--- config.mk ---
export PLATFORM = sky130hd
export DESIGN_NAME = nibble_frame_tx
export DESIGN_NICKNAME = d
export VERILOG_FILES = /design/src/rtl/nibble_frame_tx_pkg.sv /design/src/rtl/nibble_frame_tx_hold.sv /design/src/rtl/nibble_frame_tx.sv
export SDC_FILE = /design/constraint.sdc
export NUM_CORES = 1
export LEC_CHECK = 0
export ABC_AREA = 1
export CAP_MARGIN = 15
export CORE_UTILIZATION = 45
export CTS_BUF_LIST = sky130_fd_sc_hd__clkbuf_16
export CTS_CLUSTER_DIAMETER = 50
export DETAILED_ROUTE_END_ITERATION = 10
export PLACE_DENSITY = 0.76
export SLEW_MARGIN = 10
export SYNTH_ARGS = -nofsm -noshare
export SYNTH_HDL_FRONTEND = slang
export SYNTH_SLANG_ARGS = --single-unit
--- constraint.sdc ---
create_clock -name clk_i -period 3.21 [get_ports clk_i]
set_clock_uncertainty 0.1 [all_clocks]
set_input_delay 0.642 -clock clk_i [delete_from_list [all_inputs] [get_ports clk_i]]
set_output_delay 0.642 -clock clk_i [all_outputs]
set_load 0.005 [all_outputs]
--- src/rtl/nibble_frame_tx_pkg.sv ---
// Shared definitions for the nibble-slot frame interface (transmitter and receiver).
// Both ends use slot_index so they agree on which counter values carry which nibble.
package nibble_frame_tx_pkg;

    typedef enum logic {
        IDLE  = 1'b0,
        FRAME = 1'b1
    } state_e;

    localparam int DEF_NIBBLES     = 3;
    localparam int DEF_FRAME_LEN   = 16;
    localparam int DEF_FIRST_SLOT  = 4;
    localparam int DEF_SLOT_STRIDE = 2;

    localparam int SLOT_NONE = -1;

    // Maps a frame counter value to the nibble index driven in that cycle, or SLOT_NONE.
    function automatic int slot_index(input int cnt,
                                      input int first_slot,
                                      input int slot_stride,
                                      input int nibbles);
        int idx;
        idx = SLOT_NONE;
        if ((cnt >= first_slot) && (cnt < first_slot + slot_stride * nibbles)) begin
            idx = (cnt - first_slot) / slot_stride;
        end
        return idx;
    endfunction

endpackage

--- src/rtl/nibble_frame_tx_hold.sv ---
// One-entry holding register between the input handshake and the frame engine.
// Push and pop never coincide: ready is low whenever there is something to pop.
module nibble_hold_buf #(
    parameter int W = 12
) (
    input  logic         clk_i,
    input  logic         rst_i,
    input  logic         push_valid_i,
    output logic         push_ready_o,
    input  logic [W-1:0] push_data_i,
    input  logic         pop_i,
    output logic         full_o,
    output logic [W-1:0] data_o
);

    logic         full_q, full_d;
    logic [W-1:0] data_q, data_d;
    logic         push;

    assign push = push_valid_i && !full_q;

    always_comb begin
        full_d = full_q;
        data_d = data_q;
        if (pop_i) begin
            full_d = 1'b0;
        end
        if (push) begin
            full_d = 1'b1;
            data_d = push_data_i;
        end
    end

    always_ff @(posedge clk_i) begin
        if (rst_i) begin
            full_q <= 1'b0;
            data_q <= '0;
        end else begin
            full_q <= full_d;
            data_q <= data_d;
        end
    end

    assign push_ready_o = !full_q;
    assign full_o       = full_q;
    assign data_o       = data_q;

endmodule

--- src/rtl/nibble_frame_tx.sv ---
// Nibble-slot frame transmitter: one word per fixed-length frame, one nibble per slot,
// with a one-entry hold buffer so consecutive frames run without an idle cycle.
module nibble_frame_tx
    import nibble_frame_tx_pkg::*;
#(
    parameter int NIBBLES     = DEF_NIBBLES,
    parameter int FRAME_LEN   = DEF_FRAME_LEN,
    parameter int FIRST_SLOT  = DEF_FIRST_SLOT,
    parameter int SLOT_STRIDE = DEF_SLOT_STRIDE
) (
    input  logic                 clk_i,
    input  logic                 rst_i,
    input  logic                 in_valid_i,
    output logic                 in_ready_o,
    input  logic [4*NIBBLES-1:0] in_data_i,
    output logic                 enable_o,
    output logic [3:0]           data_out_o,
    output logic                 frame_start_o,
    output logic                 busy_o
);

    localparam int W     = 4 * NIBBLES;
    localparam int CNT_W = $clog2(FRAME_LEN);
    localparam logic [CNT_W-1:0] CNT_LAST = CNT_W'(FRAME_LEN - 1);

    state_e           state_q, state_d;
    logic [CNT_W-1:0] cnt_q, cnt_d;
    logic [W-1:0]     active_q, active_d;
    logic             enable_q;
    logic [3:0]       data_out_q, data_out_d;
    logic             frame_start_q;

    logic             accept;
    logic             hold_ready;
    logic             hold_full;
    logic [W-1:0]     hold_data;
    logic             hold_push;
    logic             hold_pop;
    int               slot;

    assign accept = in_valid_i && hold_ready;

    nibble_hold_buf #(
        .W (W)
    ) u_hold (
        .clk_i        (clk_i),
        .rst_i        (rst_i),
        .push_valid_i (hold_push),
        .push_ready_o (hold_ready),
        .push_data_i  (in_data_i),
        .pop_i        (hold_pop),
        .full_o       (hold_full),
        .data_o       (hold_data)
    );

    always_comb begin
        state_d   = state_q;
        cnt_d     = cnt_q;
        active_d  = active_q;
        hold_push = 1'b0;
        hold_pop  = 1'b0;
        case (state_q)
            IDLE: begin
                if (accept) begin
                    state_d  = FRAME;
                    cnt_d    = '0;
                    active_d = in_data_i;
                end
            end
            FRAME: begin
                if (cnt_q != CNT_LAST) begin
                    cnt_d     = cnt_q + CNT_W'(1);
                    hold_push = accept;
                end else begin
                    // Hold full implies in_ready low, so the direct-accept branch
                    // can only be taken with an empty hold.
                    cnt_d = '0;
                    if (hold_full) begin
                        hold_pop = 1'b1;
                        active_d = hold_data;
                    end else if (accept) begin
                        active_d = in_data_i;
                    end else begin
                        state_d = IDLE;
                    end
                end
            end
            default: begin
                state_d = IDLE;
                cnt_d   = '0;
            end
        endcase
    end

    // Outputs are computed from next-state values so they line up with cnt_q after the edge.
    always_comb begin
        data_out_d = '0;
        slot       = slot_index(int'(cnt_d), FIRST_SLOT, SLOT_STRIDE, NIBBLES);
        if (state_d == FRAME) begin
            for (int k = 0; k < NIBBLES; k++) begin
                if (slot == k) begin
                    data_out_d = active_d[k*4 +: 4];
                end
            end
        end
    end

    always_ff @(posedge clk_i) begin
        if (rst_i) begin
            state_q       <= IDLE;
            cnt_q         <= '0;
            active_q      <= '0;
            enable_q      <= 1'b0;
            data_out_q    <= '0;
            frame_start_q <= 1'b0;
        end else begin
            state_q       <= state_d;
            cnt_q         <= cnt_d;
            active_q      <= active_d;
            enable_q      <= (state_d == FRAME);
            data_out_q    <= data_out_d;
            frame_start_q <= (state_d == FRAME) && (cnt_d == '0);
        end
    end

    assign in_ready_o    = hold_ready;
    assign enable_o      = enable_q;
    assign data_out_o    = data_out_q;
    assign frame_start_o = frame_start_q;
    assign busy_o        = (state_q == FRAME) || hold_full;

endmodule
======== Yosys cells after proc, flatten, opt, wreduce, memory -nomap -nowiden ========
Cells that the tools add are included.
storage, ports and cells
  bits in registers ....................... 35
  bits in latches ......................... 0
  RAM bits ................................ 0
  bits in read-only memories .............. 0
  bits of input ports ..................... 15
  output and inout bits ................... 8
  word-level logic and storage cells ...... 50
  memories kept ........................... 0
cells by class
  $add $sub $neg .......................... 3
  multiply operators ...................... 0
  divide/modulo/power cells ............... 0
  order comparisons ....................... 2
  equality and inequality tests ........... 3
  shifts and indexed selects .............. 0
  multiplexer cells ....................... 22
  bitwise operators ....................... 3
  reduce and logical (&&, ||, !) cells .... 10
operator list
  cell                                                  count
  2-to-1 mux 12 bit                                     3
  adder 32 x 1 -> 32 bit                                1
  equality test 32 x 2 -> 1 bit, second input constant  1
  equality test 32 x 3 -> 1 bit, second input constant  1
  logical NOT 32 bit                                    1
  2-to-1 mux 32 bit                                     1
  one-hot mux 12 bit (2 select lines)                   1
  2-to-1 mux 4 bit                                      5
  2-to-1 mux 1 bit                                      10
  one-hot mux 4 bit (2 select lines)                    1
  subtractor 4 x 3 -> 5 bit, second input constant      1
  adder 4 x 1 -> 4 bit, second input constant           1
  >= comparator 4 x 3 -> 1 bit, second input constant   1
  logical AND 1 bit                                     4
  logical NOT 4 bit                                     1
  < comparator 4 bit, second input constant             1
  inequality test 4 bit, second input constant          1
  NOT 1 bit                                             2
  one-hot mux 1 bit (2 select lines)                    1
  nonzero test 2 bit                                    1
  OR reduction 2 bit                                    1
  bitwise AND 1 bit                                     1
  logical NOT 1 bit                                     1
  logical OR 1 bit                                      1

======== Depth between registers and ports, before layout ========
  depth in word-level cells ............... 12
  gate-level depth with buffers ........... 21

======== Hierarchy ========
From an unflattened synthesis, not the netlist that was laid out.
unflattened totals
  cells, all modules ...................... 307
  area, all modules ....................... 2100.8 um^2
modules (own cells, without submodules)
  module           instances  cells an instance  area an instance (um^2)
  nibble_frame_tx  1          222                1541.5
  nibble_hold_buf  1          85                 559.3

======== Least setup slack after synthesis ========
Ideal clock, no wire load.
  path kind ............................... flip-flop to flip-flop
  start ................................... register cnt_q[0]
  end ..................................... register data_out_q[0], in the netlist data_out_o[0]
  arrival time ............................ 3.128 ns
  required time ........................... 3.046 ns
  path slack .............................. -0.082 ns
  stages on the path, launching flop included .. 21
  path buffers ............................ 0
  clock period less this slack ............ 3.292 ns
  path through ............................ dfxtp_1 -> ha_1 -> nand3_1 -> nand2_1 -> inv_1 -> nand3_1 -> nand2_1 -> inv_1 -> ha_1 -> inv_1 -> nor2_1 -> ha_1 -> nand3_1 -> ha_1 -> nor3b_1 -> nand4_4 -> nor2_1 -> nand2_2 -> nand2_1 -> nor2_1 -> nor2_1
on the way
  word-level cells in the longest chain between the ends .. 11
ends and longest elaborated chain
  element                                                               RTL line                                      RTL
  start: declaration                                                    nibble_frame_tx.sv:27                         logic [CNT_W-1:0] cnt_q, cnt_d;
  start signal: assignment                                              nibble_frame_tx.sv:118                        cnt_q <= cnt_d;
  adder 4 x 1 -> 4 bit / inequality test 4 bit (equally long branches)  nibble_frame_tx.sv:72, nibble_frame_tx.sv:71
  2-to-1 mux 4 bit (*)                                                  nibble_frame_tx.sv:71                         if (cnt_q != CNT_LAST) begin
  one-hot mux 4 bit (2 select lines) (*)                                nibble_frame_tx.sv:62                         case (state_q)
  via cnt_d[3]                                                          nibble_frame_tx.sv:27
  subtractor 4 x 3 -> 5 bit                                             nibble_frame_tx_pkg.sv:25                     idx = (cnt - first_slot) / slot_stride;
  bitwise AND 1 bit (no line)                                           -
  adder 32 x 1 -> 32 bit (no line)                                      -
  2-to-1 mux 32 bit (*)                                                 nibble_frame_tx_pkg.sv:24                     if ((cnt >= first_slot) && (cnt < first_slot + slot_stride * nibbles)) begin
  logical NOT 32 bit                                                    nibble_frame_tx.sv:101                        if (slot == k) begin
  2-to-1 mux 4 bit (2 in series)                                        nibble_frame_tx.sv:101
  2-to-1 mux 4 bit (*)                                                  nibble_frame_tx.sv:101
  end signal: assignment                                                nibble_frame_tx.sv:121                        data_out_q <= data_out_d;
  end: declaration                                                      nibble_frame_tx.sv:30                         logic [3:0] data_out_q, data_out_d;
Mark *: on every way through the listed nets, which the timed path passes. The rest lies on a longest branch.
A chain may end at the register's enable or synchronous reset.

======== Final worst setup path ========
  start ................................... register cnt_q[0]
  end ..................................... register data_out_q[3], in the netlist data_out_o[3]
The elaborated chain is that of the path after synthesis.

==> flow_summary.rst <==
.. list-table::
   :header-rows: 1

   * - Metric
     - Value
   * - Area of all sequential standard cells
     - 703 sq um
   * - Number of synthesized register bits
     - 35
   * - Clock network fraction of design power
     - 41.2%
   * - Fin Hold WS
     - 0.356 ns
   * - Final core utilization
     - approximately 61%
   * - Number of global-route vias before repair
     - around 1.7k
   * - Layout area overhead
     - 27.5%
   * - Synthesized area per cell
     - 6.94 sq um
   * - Launching point of the worst reg2reg path
     - cnt_q[0]
   * - Synthesized area
     - 1970 sq um
   * - Library cell used as clock root buffer
     - clkbuf_16
   * - WL met2
     - 2140 microns
   * - Number of remaining DRC errors
     - 0
   * - Antenna violations before repair
     - 0
   * - Count of nets after finishing
     - 344
   * - Fraction of synthesized cell area taken by the top area cell type
     - 35.5%
   * - FF-to-FF path depth
     - 21
   * - Effective utilization at floorplan
     - a little under half
   * - Final period util
     - between 90% and 100%
   * - Post-Syn Instances
     - 284
   * - Setup slack, reg-to-reg
     - 0.21 ns
   * - Cell variety after synth
     - 33
   * - Setup CP Type
     - reg -> reg
   * - Clock tree buffer depth
     - 2
   * - Rows
     - 23
   * - Top metal layer carrying routed signals
     - met4
   * - Max Transition Viols Final
     - 0
   * - Setup violation total in the final timing report
     - 0
   * - Cell type with the largest total area after synthesis
     - dfxtp_1
   * - Data required time at the worst endpoint
     - between 3 and 4 ns
   * - Number of cells traversed by the worst hold path
     - 2
   * - Net switching component of the power
     - between 200 and 300 uW
   * - Synth Net Count
     - roughly 310
   * - Met3 WL
     - between 150 and 200 microns
   * - Transition time at the pin with the least slew margin
     - between 0.6 and 0.7 ns
   * - RD Place Congestion
     - 0.802
   * - Number of top-level design ports
     - 23
   * - Startpoint of the lowest-slack hold path
     - u_hold.data_o[10]
   * - Die X
     - around 68 microns
   * - Kind of capture point of the worst setup path
     - flip-flop
   * - Maximum number of pins on one net before global-route repair
     - 21
   * - Area of the die
     - between 4000 and 5000 sq um
   * - Synth warn
     - 0
   * - Switching share of power
     - 25.8%
   * - Share of synthesized area occupied by flip-flops and latches
     - 35.5%
   * - Clock Pin Slew Worst Setup and Hold Paths
     - 0.05 ns
   * - CTS tree
     - done
   * - Final count of hold timing violations
     - 0
   * - Overall track demand over capacity in global routing
     - a little over a fifth
   * - Endpoint of the lowest-slack register-to-register path
     - data_out_o[3]
   * - Worst slew margin relative to its limit
     - about three fifths
   * - Outcome
     - completed
   * - Layout filler cell count
     - between 300 and 400
   * - Later-pin clock latency in the skew report
     - 0.28 ns
   * - Share of final-layout standard cells stronger than drive strength 1
     - 17.5%
   * - Combined area of the multi-input logic cells
     - 1120 sq um
   * - Via count of the routed design
     - 1,888
   * - Remaining global-route overflow
     - 0
   * - Sequential Power Share
     - 43.1%
   * - Total power per unit cell area
     - 435 nW/um^2
   * - Detail Placement HPWL
     - 3300 microns
   * - Via-per-instance ratio
     - 5.10
   * - Most common cell after layout, fill and taps aside
     - nand2_1
   * - First-iteration detailed-routing DRC count
     - roughly 150
   * - Met1 layer wirelength in the final routing
     - 2230 microns
   * - Number of port buffers
     - 22
   * - Max rail drop VDD
     - 0.000195 V
   * - Max_cap viols
     - 0
   * - Post-DR wirelength/cell
     - approximately 12 microns
   * - Postcts setup bufs
     - 0
   * - Die height
     - 68.2 microns
   * - Count of nets left with antenna violations after detail routing
     - 0
   * - TritonCTS buffer count
     - 5
   * - Layout Cell Area excl Fill
     - 2510 sq um
   * - Count of antenna diodes in the layout
     - 0
   * - Kind of launch point of the worst setup path
     - flip-flop
   * - Combinational group share of total power
     - 15.7%
   * - Final total power
     - 1.09 mW
   * - Placeable core area
     - 4120 sq um
   * - Shortest clock period the worst path allows after layout
     - 3.00 ns
   * - Number of clock sinks
     - 35
   * - Number of detailed-routing iterations run before antenna repair
     - 4
   * - H-tree depth
     - 2
   * - Signal arrival time at the worst endpoint
     - 3.11 ns
   * - Final wirelength
     - between 4000 and 5000 microns
   * - Wire length of the first global-routing pass
     - approximately 7300 microns
   * - Leakage power
     - 1.16 nW
   * - Instance area at placement
     - 2320 sq um
   * - Hold buffers post-CTS
     - 0
   * - Total negative setup slack
     - 0 ns
   * - Peak Freq
     - 334 MHz
   * - Internal power contribution
     - 812 uW
   * - Area contributors post-synth
     - dfxtp_1 36%, nand2_1 13%, inv_1 7.2%
   * - Top library cells by usage in the layout, fill and taps aside
     - 64 x nand2_1, 37 x inv_1, 36 x nor2_1
   * - Class of the tightest hold or removal check
     - reg -> reg
   * - Worst Path Max Fanout
     - 4
   * - Hold EP
     - u_hold.data_o[10]
[power by group through the flow]
| stage | Combinational, mW | Sequential [mW] | Clock [mW] |
|---|---|---|---|
| 4_1_cts | 0.169 | 0.470 | 0.455 |
| 5_1_grt | 0.191 | 0.474 | 0.475 |
| 3_5_place_dp | 0.166 | 0.480 | 0 |
| 6_report | 0.172 | 0.472 | 0.450 |
| 3_3_place_gp | 0.164 | 0.479 | 0 |
| 2_1_floorplan | 0.105 | 0.477 | 0 |
[worst max-delay path, stage by stage, from the launching register on]
cell	delay, ns
dfxtp_2	0.37
ha_4	0.17
nand3_4	0.09
nand2_2	0.08
inv_1	0.05
nand3_1	0.08
nand2_2	0.08
inv_2	0.07
ha_2	0.18
inv_1	0.07
nor2_2	0.13
ha_2	0.20
nand3_1	0.08
ha_1	0.28
nor3b_4	0.20
nand4_4	0.12
nor2_4	0.18
buf_6	0.12
nand3_1	0.08
nand2_1	0.08
nor2_1	0.04
nor2_1	0.08
[worst max path at each step]
stage / slack [ns] / endpoint / cells past startpoint / startpoint
finish: 0.21 / data_out_o[3] / 21 / cnt_q[0]
global route: -0.06 / data_out_o[1] / 21 / cnt_q[0]
CTS: 0.1 / data_out_o[2] / 21 / cnt_q[0]
detailed placement: -0.13 / data_out_o[2] / 19 / in_valid_i
global placement: -0.06 / data_out_o[2] / 19 / in_valid_i
floorplan: 0.03 / data_out_o[3] / 21 / cnt_q[0]
[metrics by stage]
stage                     cells  setup WS, ns
final                       370         0.213
after global routing        370       -0.0593
after global placement      363       -0.0575
after CTS                   370        0.0953
after detailed placement    363        -0.127
after floorplan             284        0.0324
[sequential cells by signal (all words and copies together), names as in the netlist]
register,flops
active_q,12
cnt_q,4
data_out_o,4
enable_o,1
frame_start_o,1
u_hold.data_o,12
u_hold.full_o,1
[what timing repair did]
| action | 4_1_cts | 5_1_grt |
|---|---|---|
| hold endpoints to repair | 0 | 0 |
| resized for setup | 0 | 17 |
| setup endpoints to repair | 0 | 4 |
[synth_stat cells]
cell type,instances
nand4_4,1
nor3_4,1
nand3b_1,1
nor2_4,2
o21ai_1,1
a31o_2,1
o211ai_1,4
nor2_1,38
buf_2,2
o22ai_1,1
o21ai_2,1
nand3_1,27
o21ai_0,11
nand2_1,67
nand2_4,1
inv_4,1
dfxtp_1,35
ha_1,9
inv_2,1
buf_4,2
buf_6,2
or2_1,3
o221ai_1,1
nor3b_1,1
clkbuf_1,1
inv_1,38
a21oi_1,8
nand4_1,3
buf_1,1
nand3_2,2
a211oi_1,7
nand2_2,6
nor2_2,4
[logic make-up after synthesis]
kind of cell,share of synthesized area (%)
AOI/OAI and AO/OA,10.9
adders and majority gates,5.71
buffers and inverters,10.5
DFF,35.5
and+or+nand+nor,37.3
[per-layer routing]
layer | vias up | global-route usage, %
met4 | 0 | 7.81
met2 | 36 | 35.2
met5 | - | 0
li1 | 975 | -
met1 | 872 | 27.4
met3 | 5 | 4.00
[layout make-up]
| cell class | count | share of cell area, % |
|---|---|---|
| multi-input cells | 201 | 44.6 |
| flip-flops and latches | 35 | 28.0 |
| repair buffers | 37 | 13.5 |
| inverters | 40 | 6.07 |
| clock buffers | 5 | 4.98 |
| well taps | 50 | 2.49 |
| clock inverters | 2 | 0.348 |
Power figures use the tool's default switching activity.
